$ cat src/rtl/div_unit.sv
// Multi-cycle restoring divider (IDLE/ON/END) for signed and unsigned 32-bit DIV/REM.
// Optional macro DIV_EARLY_OUT_EN: skip the iteration when |dividend| < |divisor|.
module div_unit #(
    parameter int XLEN = 32
) (
    input  logic            clk,
    input  logic            rst,
    input  logic            start_i,
    input  logic            signed_i,
    input  logic [XLEN-1:0] opdata1_i,
    input  logic [XLEN-1:0] opdata2_i,
    input  logic            annul_i,
    output logic [XLEN-1:0] quotient_o,
    output logic [XLEN-1:0] remainder_o,
    output logic            ready_o,
    output logic            stallreq_o
);

    typedef enum logic [1:0] {IDLE, ON, END} state_t;

    localparam logic [5:0] LAST = 6'(XLEN - 1);

    state_t          state;
    logic [5:0]      cnt;
    logic [XLEN-1:0] dvd;      // dividend shifts out the top while quotient bits shift in
    logic [XLEN-1:0] dsr;
    logic [XLEN-1:0] rem;
    logic            n1, n2, sgn;

    logic            neg1, neg2, fit;
    logic [XLEN-1:0] abs1, abs2, rem_nxt, q_nxt, q_fix, r_fix;
    logic [XLEN:0]   diff;

    always_comb begin
        neg1    = signed_i & opdata1_i[XLEN-1];
        neg2    = signed_i & opdata2_i[XLEN-1];
        abs1    = neg1 ? -opdata1_i : opdata1_i;
        abs2    = neg2 ? -opdata2_i : opdata2_i;
        diff    = {rem, dvd[XLEN-1]} - {1'b0, dsr};
        fit     = ~diff[XLEN];
        rem_nxt = fit ? diff[XLEN-1:0] : {rem[XLEN-2:0], dvd[XLEN-1]};
        q_nxt   = {dvd[XLEN-2:0], fit};
        q_fix   = (sgn & (n1 ^ n2)) ? -q_nxt : q_nxt;
        r_fix   = (sgn & n1) ? -rem_nxt : rem_nxt;
    end

    assign stallreq_o = start_i & ~ready_o & ~annul_i;

    always_ff @(posedge clk or negedge rst) begin
        if (!rst) begin
            state       <= IDLE;
            cnt         <= '0;
            quotient_o  <= '0;
            remainder_o <= '0;
            ready_o     <= 1'b0;
            dvd         <= '0;
            dsr         <= '0;
            rem         <= '0;
            n1          <= 1'b0;
            n2          <= 1'b0;
            sgn         <= 1'b0;
        end else begin
            ready_o <= 1'b0;
            if (annul_i) begin
                state <= IDLE;
            end else begin
                case (state)
                    IDLE: begin
                        if (start_i) begin
                            if (opdata2_i == '0) begin
                                quotient_o  <= '1;
                                remainder_o <= opdata1_i;
                                ready_o     <= 1'b1;
                                state       <= END;
                            end
`ifdef DIV_EARLY_OUT_EN
                            else if (abs1 < abs2) begin
                                quotient_o  <= '0;
                                remainder_o <= opdata1_i;
                                ready_o     <= 1'b1;
                                state       <= END;
                            end
`endif
                            else begin
                                dvd   <= abs1;
                                dsr   <= abs2;
                                rem   <= '0;
                                n1    <= neg1;
                                n2    <= neg2;
                                sgn   <= signed_i;
                                cnt   <= '0;
                                state <= ON;
                            end
                        end
                    end
                    ON: begin
                        dvd <= q_nxt;
                        rem <= rem_nxt;
                        cnt <= cnt + 6'd1;
                        if (cnt == LAST) begin
                            quotient_o  <= q_fix;
                            remainder_o <= r_fix;
                            ready_o     <= 1'b1;
                            state       <= END;
                        end
                    end
                    END:     state <= IDLE;
                    default: state <= IDLE;
                endcase
            end
        end
    end

endmodule
$ cat config.mk
export PLATFORM = sky130hd
export DESIGN_NAME = div_unit
export DESIGN_NICKNAME = d
export VERILOG_FILES = /design/src/rtl/div_unit.sv
export SDC_FILE = /design/constraint.sdc
export NUM_CORES = 1
export LEC_CHECK = 0
export ABC_AREA = 0
export BUFFER_PORTS_ARGS = -buffer_cell sky130_fd_sc_hd__buf_2
export CORE_AREA = 2 2 170 172
export CTS_CLUSTER_DIAMETER = 200
export DETAILED_ROUTE_END_ITERATION = 7
export DIE_AREA = 0 0 172 174
export GPL_TIMING_DRIVEN = 0
export PLACE_DENSITY = 0.61
export SYNTH_ARGS = -nofsm -noshare
export SYNTH_HDL_FRONTEND = slang
export SYNTH_SLANG_ARGS = --single-unit
export TNS_END_PERCENT = 1
$ cat constraint.sdc
create_clock -name clk -period 5.75 [get_ports clk]
set_input_delay 0.8625 -clock clk [delete_from_list [all_inputs] [get_ports clk]]
set_output_delay 0.8625 -clock clk [all_outputs]
set_load 0.05 [all_outputs]
==> results by group, run 1 <==
Synth
  • Post-synthesis sequential area ratio: roughly a third
  • Share of the synthesized area in the top cell type: 34.7%
  • Number of flops mapped to enable cells by yosys: 0
  • Avg Cell Area, Syn: 8.03 um2
  • Ys Warns: 0
  • Synth top area cells: dfrtp_1 (35%), a21oi_1 (7.7%), nand2_1 (5.0%)
  • Gate Count Post-Synth: around 1,500
  • Post-synth top cells: a21oi_1 (191), dfrtp_1 (172), nand2_1 (165), nor2_1 (163), o21ai_0 (121)
  • Count leader, synth: a21oi_1
  • Ys flop type: dfrtp_1
  • Netlist Area Pre-Place: between 10,000 and 15,000 um2
  • Ys async rst share: 100%
  • Largest area contributor in the netlist: dfrtp_1
  • Synth cell types: 80
  • Syn Nets: between 1,500 and 2,000
  • Seq cells post-synth: around 170

Power
  • Switching Share: between 30% and 40%
  • Logic pwr share: between 20 and 30%
  • P_int: 0.00225 W
  • Max VDD drop: ~0.00021 V
  • Leakage: ~6.5 nW
  • Sequential Power Share: 39.6%
  • P_sw: between 0.001 and 0.0015 W
  • Clock power frac: ~33%
  • PD cells: roughly 250 nW/um2

Detailed routing
  • Post-route DRC: 0
  • Vias per Instance: around 5.7
  • Post-Route WL: roughly 39,000 um
  • Vias: around 12,000
  • Per-cell routed wire length: around 19 um
  • DR iter-0 viols: approximately 900
  • DRT antenna net count: 0
  • First drt pass iteration count: 6

Clock tree
  • CTS max path bufs: 2
  • Htree depth: 4
  • Clk sink count: between 150 and 200
  • Clock Tree Root: clkbuf_16
  • Worst skew pair latency: 0.44 ns
  • CTS tree: done
  • CTS Hold Bufs: 0
  • TritonCTS buffer count: 17
  • Reg clk slew, reported paths: 0.08 ns

Worst setup path
  • CP peak stage delay: just over 0.5 ns
  • Critical path peak fanout: 10
  • CP most frequent cell: or4_1
  • CP max stage cell: or4_1
  • Crit path DAT: 5.92 ns
  • Worst EP required: between 6 and 7 ns
  • Crit Path Class: flop to flop
  • Crit-path cells: inv_1, ha_1, fa_1, nor2b_1, o2111a_2, o21ai_4, a21oi_4, o21a_4, nor2_8, inv_4, clkbuf_4, buf_6, nor2_1, a21oi_2, ha_2, nand2_1, or4_1, nor4_4, a211oi_1, a31oi_1, buf_4, o21ai_0, or4_1, nand3_1
  • Crit path buf inv count: 5
  • Cell family with most CP delay: simple AND/OR/NAND/NOR gates
  • Worst setup SP type: flop
  • Worst R2R Setup Slack: 0.21 ns
  • Endpoint type of the worst setup path: flop

Floorplanning
  • Die width: between 150 and 200 um
  • Die Y: 174 um
  • Ports: between 100 and 150
  • Starting Density: a little over two fifths
  • Core Area: 28,200 um2
  • Cell Rows: 62
  • Die area: about 30,000 um2

Timing
  • Worst-margin pin slew: slightly above 0.8 ns
  • Max Fclk: around 180 MHz
  • Final Hold Slack: around 0.33 ns
  • Tmin final: 5.54 ns
  • # setup viols final: 0
  • Final hold viol count: 0
  • Final period util: a little over nine tenths
  • Clock skew: 0.0139 ns
  • Final slew viol count: 0
  • Slew margin rel.: 45.9%

Placed design
  • Gpl congestion: roughly 0.94
  • IO buf count: ~130
  • Placed cell area: ~14,000 um2
  • Dpl hpwl: 31,000 um

Global route
  • Largest net degree at the start of global routing: about 110
  • Vias in the first global route: around 12,000
  • Gr ovfl total: 0
  • Initial antenna violation count: 0
  • Total GRT Usage: ~27%
  • First-pass GRT wire length: 62,400 um

Cells and area
  • Diode count: 0
  • Final nets: around 1,800
  • Final Cell Area: 14,300 um2
  • Layout area overhead: 15.0%
  • Share of cells above drive strength 1: around 14%
  • FILL cells: roughly 2,900
  • Final core utilization: 50.5%

Min path
  • Hold WC Path Type: primary input to async pin

Run
  • Max-cap viol count: 0

Run status
  • Status: complete, no violations
## layer usage
layer	vias up	routed length (um)	GRT usage, %
met5	-	0	0
met2	393	18800	45.5
met3	70	1880	2.55
li1	5849	-	-
met4	0	1300	10.7
met1	5597	17300	35.1
## cells in the final DEF (no fill, tap or decap), types with 5 or more instances in the layout
cell | synthesis | layout
a21oi_1 | 191 | 189
dfrtp_1 | 172 | 171
nand2_1 | 165 | 165
nor2_1 | 163 | 163
buf_2 | 24 | 156
o21ai_0 | 121 | 121
xor2_1 | 67 | 67
xnor2_1 | 65 | 65
inv_1 | 55 | 55
clkbuf_1 | 47 | 46
nor3_1 | 36 | 36
ha_1 | 37 | 36
a31oi_1 | 29 | 29
mux2i_1 | 29 | 29
o31ai_1 | 28 | 28
or3_1 | 22 | 22
and3_1 | 20 | 20
nand4_1 | 19 | 19
a21o_1 | 17 | 17
clkbuf_16 | 0 | 17
nand3_1 | 16 | 16
o22a_1 | 15 | 15
a211oi_1 | 15 | 15
and2_1 | 13 | 13
nor4_1 | 14 | 13
o211ai_1 | 12 | 12
or4_1 | 12 | 12
o21ai_1 | 11 | 11
nor2b_1 | 9 | 9
buf_1 | 9 | 9
a21oi_2 | 7 | 8
buf_4 | 4 | 8
o21a_1 | 7 | 7
nand2b_1 | 7 | 7
a22o_1 | 5 | 5
a21boi_0 | 5 | 5
nand3b_1 | 5 | 5
inv_8 | 0 | 5
## layout make-up
type	instances	area, um2	share of cell area (%)
well taps	384	480	3.37
clock buffers	17	425	2.98
repair buffers	139	738	5.18
multi-input cells	1230	7550	52.9
plain buffers	85	375	2.63
clock inverters	15	170	1.19
flip-flops and latches	172	4310	30.2
inverters	57	216	1.52
## path summary, 6_finish.rpt
kind                                           from                     endpoint  cells past startpoint
worst max-delay path            dvd[31]$_DFFE_PN0P_  remainder_o[22]$_DFFE_PN0P_                     24
min in group clk                dsr[19]$_DFFE_PN0P_          dsr[19]$_DFFE_PN0P_                      2
worst min-delay path                            rst    quotient_o[4]$_DFFE_PN0P_                      1
worst max register to register  dvd[31]$_DFFE_PN0P_  remainder_o[22]$_DFFE_PN0P_                     24
max in group asynchronous                       rst          dvd[31]$_DFFE_PN0P_                      2
worst min register to register  dsr[19]$_DFFE_PN0P_          dsr[19]$_DFFE_PN0P_                      2
## through the flow
step / worst slack [ns] / power [W] / instances / setup TNS [ns]
global route: -0.00403 / 0.00375 / 2099 / -0.00403
global placement: -0.658 / 0.00236 / 2062 / -3.79
detailed placement: -0.699 / 0.00238 / 2063 / -4.33
floorplan: 0.839 / 0.00208 / 1544 / 0
finish: 0.208 / 0.00355 / 2099 / 0
CTS: 0.0441 / 0.00357 / 2096 / 0
## kinds of logic after synthesis
kind of cell / Yosys count / share of synthesized area, %
adders and majority gates: 38 / 3.89
AOI/OAI and AO/OA: 504 / 24.8
and+or+nand+nor: 524 / 20.0
muxes: 32 / 2.61
xor gates and xnor gates: 132 / 9.32
buffers and inverters: 142 / 4.69
DFF: 172 / 34.7
## sequential cells by signal, indices dropped and copies added (netlist names)
name / cells
dsr: 32
dvd: 32
quotient_o: 32
rem: 32
remainder_o: 32
cnt: 6
state: 2
n1: 1
n2: 1
ready_o: 1
sgn: 1
## power groups by stage
stage	Clock, W	Sequential (W)	Combinational [W]
global route	0.00124	0.00142	0.00109
CTS	0.00120	0.00141	0.000961
global placement	0	0.00143	0.000937
finish	0.00118	0.00141	0.000969
floorplan	0	0.00140	0.000685
detailed placement	0	0.00143	0.000954
## timing repair
item | CTS | global route
gates resized for setup | 7 | 4
pin swaps | 0 | 1
setup buffers | 1 | 3
endpoints found under the setup margin | 13 | 8
(Power assumes the default switching activity.)
==> run 2: changes to the inputs <==
Settings changed: BUFFER_PORTS_ARGS -buffer_cell sky130_fd_sc_hd__buf_2 to not set, DONT_BUFFER_PORTS set to 1, PLACE_DENSITY 0.61 to 0.57.
==> run 2 against run 1 <==
Compared with the run above:
- sequential power hardly changed
- global-route usage increased by 0.46 points
- core utilization decreased by 2.6 points
- non-clock buffer count is 138 lower
- cell area is 5.1% lower
- wire length is 1.6% higher
- critical path type unchanged
==> results by group, run 2 (synthesis gave the netlist of run 1 again) <==
Global route
  • Largest net degree at the start of global routing: between 150 and 200
  • Vias in the first global route: between 10,000 and 15,000
  • Gr ovfl total: 0
  • Total GRT Usage: 27.3%
  • Initial antenna violation count: 0
  • First-pass GRT wire length: roughly 63,000 um

Worst setup path
  • Crit Path Class: flop to flop
  • FF-to-FF End: remainder_o[22]$_DFFE_PN0P_
  • Endpoint type of the worst setup path: flop
  • Origin of the critical flop-to-flop path: dvd[31]$_DFFE_PN0P_
  • Crit path launch: dvd[31]$_DFFE_PN0P_
  • Worst Setup EP: remainder_o[22]$_DFFE_PN0P_
  • Worst R2R Setup Slack: 0.34 ns
  • Crit path DAT: 5.79 ns
  • Worst setup SP type: flop
  • Worst EP required: 6.13 ns
  • Critical path peak fanout: 18
  • R2R cell count: 23

Timing
  • Max Fclk: ~180 MHz
  • Post-route worst setup slack: roughly 0.34 ns
  • Final slew viol count: 0
  • Final period util: a little over nine tenths
  • Clock skew: ~0.0086 ns
  • # setup viols final: 0
  • Worst-margin pin slew: approximately 0.83 ns
  • Tmin final: around 5.4 ns
  • Unrepaired setup endpoints after global routing: no
  • Slew margin rel.: ~45%
  • Final hold viol count: 0

Clock tree
  • Reg clk slew, reported paths: ~0.070 ns
  • Clock Tree Root: clkbuf_16
  • TritonCTS buffer count: 17
  • Clk sink count: between 150 and 200
  • Worst skew pair latency: roughly 0.44 ns
  • CTS Hold Bufs: 0
  • CTS max path bufs: 2
  • Htree depth: 4
  • CTS tree: done

Floorplanning
  • Die area: around 30,000 um2
  • Die Y: between 150 and 200 um
  • Die width: between 150 and 200 um
  • Starting Density: 43.9%
  • Ports: roughly 140
  • Core Area: approximately 28,000 um2
  • Cell Rows: between 60 and 70

Power
  • Total Power: around 0.0035 W
  • Max VDD drop: ~0.0002 V
  • Leakage: between 5 and 6 nW
  • PD cells: 261 nW/um2

Detailed routing
  • Post-route DRC: 0
  • Post-Route WL: roughly 40,000 um
  • DR iter-0 viols: 717
  • First drt pass iteration count: 5
  • Vias: between 10,000 and 15,000
  • Per-cell routed wire length: between 20 and 25 um
  • DRT antenna net count: 0
  • Vias per Instance: around 5.8

Run
  • Max-cap viol count: 0

Cells and area
  • Most common library cell in the layout ignoring fill and taps: a21oi_1
  • Storage cell area: roughly 4300 um2
  • Footprint of the multi-input gates: ~7500 um2
  • FILL cells: around 2,900
  • Share of cells above drive strength 1: between 5 and 6%
  • Layout area overhead: 9.06%
  • Diode count: 0
  • Final nets: approximately 1,700
  • Most frequent cells in the layout: a21oi_1 (191), dfrtp_1 (171), nand2_1 (165)

Placed design
  • Setup slack at placement: -0.685 ns
  • Dpl hpwl: ~31,000 um
  • IO buf count: 0
  • Gpl congestion: approximately 0.94

Run status
  • Status: complete, no violations

Min path
  • Hold WC Path Type: primary input to async pin
## run 2: cell types whose count changed in the layout (fill, tap and decap cells not counted), moves of 2 or more
cell / before / now
clkinv_8: 3 / 0
buf_2: 156 / 23
a21oi_1: 189 / 191
clkbuf_1: 46 / 49
buf_4: 8 / 6
clkbuf_8: 0 / 2
inv_8: 5 / 0
clkinvlp_4: 0 / 2
bufinv_16: 0 / 3
a21oi_2: 8 / 6
## run 2: layout make-up
| type | count | share of cell area (%) |
|---|---|---|
| buffer | 84 | 2.72 |
| clock buffer | 22 | 3.43 |
| inverter | 57 | 1.62 |
| multi-input combinational | 1230 | 55.7 |
| timing repair buffer | 2 | 0.111 |
| clock inverter | 9 | 1.01 |
| sequential | 172 | 31.8 |
| tap | 384 | 3.55 |
## run 2: layer usage
layer  share of wire [%]  track usage, %  vias to the layer above
met2                  48            46.5                      367
li1                    -               -                     5558
met3                 5.7            5.03                       67
met5                   0               0                        -
met4                 3.1            9.24                        0
met1                  44            34.7                     5397
## run 2: worst min-delay path by stage
stage | endpoint | slack [ns]
2_1_floorplan | dsr[19]$_DFFE_PN0P_ | 0.45
3_3_place_gp | dsr[23]$_DFFE_PN0P_ | 0.47
3_5_place_dp | dsr[25]$_DFFE_PN0P_ | 0.48
4_1_cts | quotient_o[4]$_DFFE_PN0P_ | 0.10
5_1_grt | quotient_o[4]$_DFFE_PN0P_ | 0.1
6_report | dvd[6]$_DFFE_PN0P_ | 0.12
## run 2: report_power, final
| group | switching, W | total [W] | internal, W |
|---|---|---|---|
| registers | 0.000102 | 0.00141 | 0.00131 |
| logic | 0.000567 | 0.000898 | 0.000331 |
| clock network | 0.000517 | 0.00122 | 0.000707 |
## run 2: through the flow
| stage | utilization (%) | hold slack [ns] | cell area, um2 | cells | TNS (ns) |
|---|---|---|---|---|---|
| after global placement | 45.6 | 0.465 | 12900 | 1928 | -3.63 |
| after global routing | 47.9 | 0.0969 | 13500 | 1960 | 0 |
| after detailed placement | 45.6 | 0.475 | 12900 | 1928 | -4.00 |
| after floorplan | - | 0.450 | 12400 | 1544 | 0 |
| final | 47.9 | 0.117 | 13500 | 1960 | 0 |
| after CTS | 47.9 | 0.105 | 13500 | 1960 | 0 |
## run 2: timing repair
action,in CTS,in global routing
buffers inserted,1,1
setup endpoints to repair,12,8
pin swaps,0,1
resized for setup,5,3
gates cloned,0,0
## run 2: critical path: stages, from the launching register on
cell and delay [ns]:
dfrtp_2 0.46, inv_1 0.07, ha_1 0.22, fa_1 0.40, nor2b_1 0.21, o2111a_2 0.30, o21ai_4 0.11, a21oi_4 0.27
o21a_4 0.29, nor2_8 0.10, inv_6 0.16, buf_6 0.21, nor2_1 0.05, a21oi_1 0.22, ha_2 0.30, nand2_1 0.08
or4_1 0.48, nor4_2 0.25, a211oi_1 0.16, a31oi_1 0.16, buf_4 0.15, o21ai_0 0.14, or4_1 0.46, nand3_1 0.09
==> run 3: changes to the inputs <==
Clock period 5.75 ns to 6.2 ns, I/O delays scaled along.
==> run 3 against run 2 <==
Compared with the run above:
- core utilization fell by 0.14 points
- cell count fell by 0.15%
- wire length fell by 0.14%
- largest cell class unchanged
- setup slack improved by 0.14 ns
- clock power fell by 7%
- cell area fell by 0.30%
- combinational power fell by 7.1%
- via count fell by 0.70%
- sequential power fell by 7%
- non-clock buffer count fell by 3
- clock skew barely moved
==> results by group, run 3 (synthesis gave the netlist of run 1 again) <==
Global route
  • First-pass GRT wire length: around 63,000 um
  • Gr ovfl total: 0
  • Busiest grt layer: met2
  • Largest net degree at the start of global routing: about 170
  • Global-route met1 utilization: about a third
  • M3 GR Usage: between 5 and 6%
  • Initial antenna violation count: 0
  • Vias in the first global route: ~11,000
  • Met2 usage: 46.3%
  • Total GRT Usage: a little over a quarter

Timing
  • Final period util: around 90%
  • Tmin final: about 5.7 ns
  • TNS Setup: 0 ns
  • Unrepaired setup endpoints after global routing: no
  • Final slew viol count: 0
  • Final hold viol count: 0
  • Worst-margin pin slew: 0.850 ns
  • Clock skew: between 0.008 and 0.009 ns
  • Slew margin rel.: between 40% and 50%
  • Max Fclk: around 170 MHz
  • # setup viols final: 0

Run
  • Max-cap viol count: 0

Clock tree
  • CTS max path bufs: 2
  • Clk sink count: about 170
  • Reg clk slew, reported paths: roughly 0.070 ns
  • Htree depth: 4
  • Post-CTS setup buffers: 0
  • Worst skew pair latency: 0.44 ns
  • TritonCTS buffer count: 17
  • CTS Hold Bufs: 0
  • CTS tree: done
  • Clock Tree Root: clkbuf_16

Worst setup path
  • FF-to-FF End: remainder_o[22]$_DFFE_PN0P_
  • Worst EP required: ~6.6 ns
  • Critical path peak fanout: 27
  • R2R cell count: 21
  • Crit path DAT: about 6.1 ns
  • Endpoint type of the worst setup path: flop
  • Crit Path Class: flop to flop
  • Worst setup SP type: flop
  • Origin of the critical flop-to-flop path: dvd[31]$_DFFE_PN0P_
  • Worst R2R Setup Slack: 0.48 ns

Min path
  • Hold WC Path Type: primary input to async pin

Cells and area
  • Diode count: 0
  • Most frequent cells in the layout: a21oi_1 (191), dfrtp_1 (172), nand2_1 (165)
  • Final core utilization: ~48%
  • Layout area overhead: 8.73%
  • Most common library cell in the layout ignoring fill and taps: a21oi_1
  • FILL cells: about 2,900
  • Footprint of the multi-input gates: 7530 um2
  • Final nets: 1,668
  • Storage cell area: ~4300 um2
  • Share of cells above drive strength 1: ~5.7%

Placed design
  • Dpl hpwl: ~31,000 um
  • Gpl congestion: 0.937
  • IO buf count: 0

Floorplanning
  • Cell Rows: 62
  • Die Y: 174 um
  • Die area: 29,900 um2
  • Starting Density: between 40% and 50%
  • Die width: around 170 um
  • Core Area: 28,200 um2
  • Ports: roughly 140

Detailed routing
  • Per-cell routed wire length: 20.4 um
  • Post-Route WL: 39,900 um
  • DR iter-0 viols: 789
  • Vias: between 10,000 and 15,000
  • Vias per Instance: slightly below 6
  • First drt pass iteration count: 5
  • Post-route DRC: 0
  • DRT antenna net count: 0

Power
  • PD cells: 243 nW/um2
  • Max VDD drop: 0.000182 V
  • Leakage: roughly 5.8 nW

Run status
  • Status: complete, no violations
run 3: cell types whose count changed in the layout (fill, tap and decap cells not counted):
cell	before	now
ha_1	36	37
dfrtp_2	1	0
buf_6	1	0
dfrtp_1	171	172
a21oi_2	6	7
ha_2	1	0
inv_4	0	1
a21oi_4	1	0
buf_4	6	4
inv_6	2	1
run 3: cell type report:
class / instances / share of cell area, %
sequential: 172 / 31.9
inverter: 57 / 1.60
clock inverter: 9 / 1.01
clock buffer: 22 / 3.44
multi-input combinational: 1230 / 55.8
buffer: 83 / 2.64
tap: 384 / 3.56
run 3: critical path, cell delays in order (launching register included):
cell      delay [ns]
dfrtp_1         0.52
inv_1           0.09
ha_1            0.23
fa_1            0.40
nor2b_1         0.21
o2111a_2        0.30
o21ai_4         0.10
a21oi_2         0.33
o21a_4          0.30
nor2_8          0.10
inv_4           0.31
nor2_1          0.08
a21oi_1         0.23
ha_1            0.32
nand2_1         0.09
or4_1           0.48
nor4_2          0.25
a211oi_1        0.16
a31oi_1         0.34
o21ai_0         0.25
or4_1           0.45
nand3_1         0.09
run 3: how the worst max path moves through the flow:
stage	from	to	slack, ns	depth (start not counted)
finish	dvd[31]$_DFFE_PN0P_	remainder_o[22]$_DFFE_PN0P_	0.48	21
global route	dvd[31]$_DFFE_PN0P_	remainder_o[22]$_DFFE_PN0P_	0.14	21
CTS	dvd[31]$_DFFE_PN0P_	remainder_o[22]$_DFFE_PN0P_	0.18	22
detailed placement	dvd[31]$_DFFE_PN0P_	remainder_o[22]$_DFFE_PN0P_	-0.23	23
global placement	dvd[31]$_DFFE_PN0P_	remainder_o[22]$_DFFE_PN0P_	-0.20	23
floorplan	dvd[31]$_DFFE_PN0P_	remainder_o[22]$_DFFE_PN0P_	1.29	23
run 3: per-stage QoR:
stage	power, W	area, um2	hold WS, ns	std cells	worst slack, ns
6_report	0.00328	13500	0.187	1957	0.480
5_1_grt	0.00346	13500	0.164	1957	0.144
4_1_cts	0.00329	13500	0.172	1958	0.178
3_5_place_dp	0.00215	12900	0.475	1928	-0.235
3_3_place_gp	0.00213	12900	0.465	1928	-0.199
2_1_floorplan	0.00193	12400	0.450	1544	1.29
run 3: power breakdown:
group	internal [W]	total (W)	leakage (nW)	switching, W
Combinational	0.000306	0.000834	3.26	0.000528
Clock	0.000656	0.00114	0.287	0.000482
Sequential	0.00121	0.00131	2.27	0.0000936
run 3: metal layers:
metal  wire length [um]  up-vias
met1              17500     5381
met3               2120       57
met4               1010        0
li1                   -     5552
met5                  0        -
met2              19300      319
run 3: timing repair:
item,in CTS,in global routing
setup endpoints to repair,5,3
cloned,0,0
resized for setup,0,1
endpoints found under the hold margin,0,0
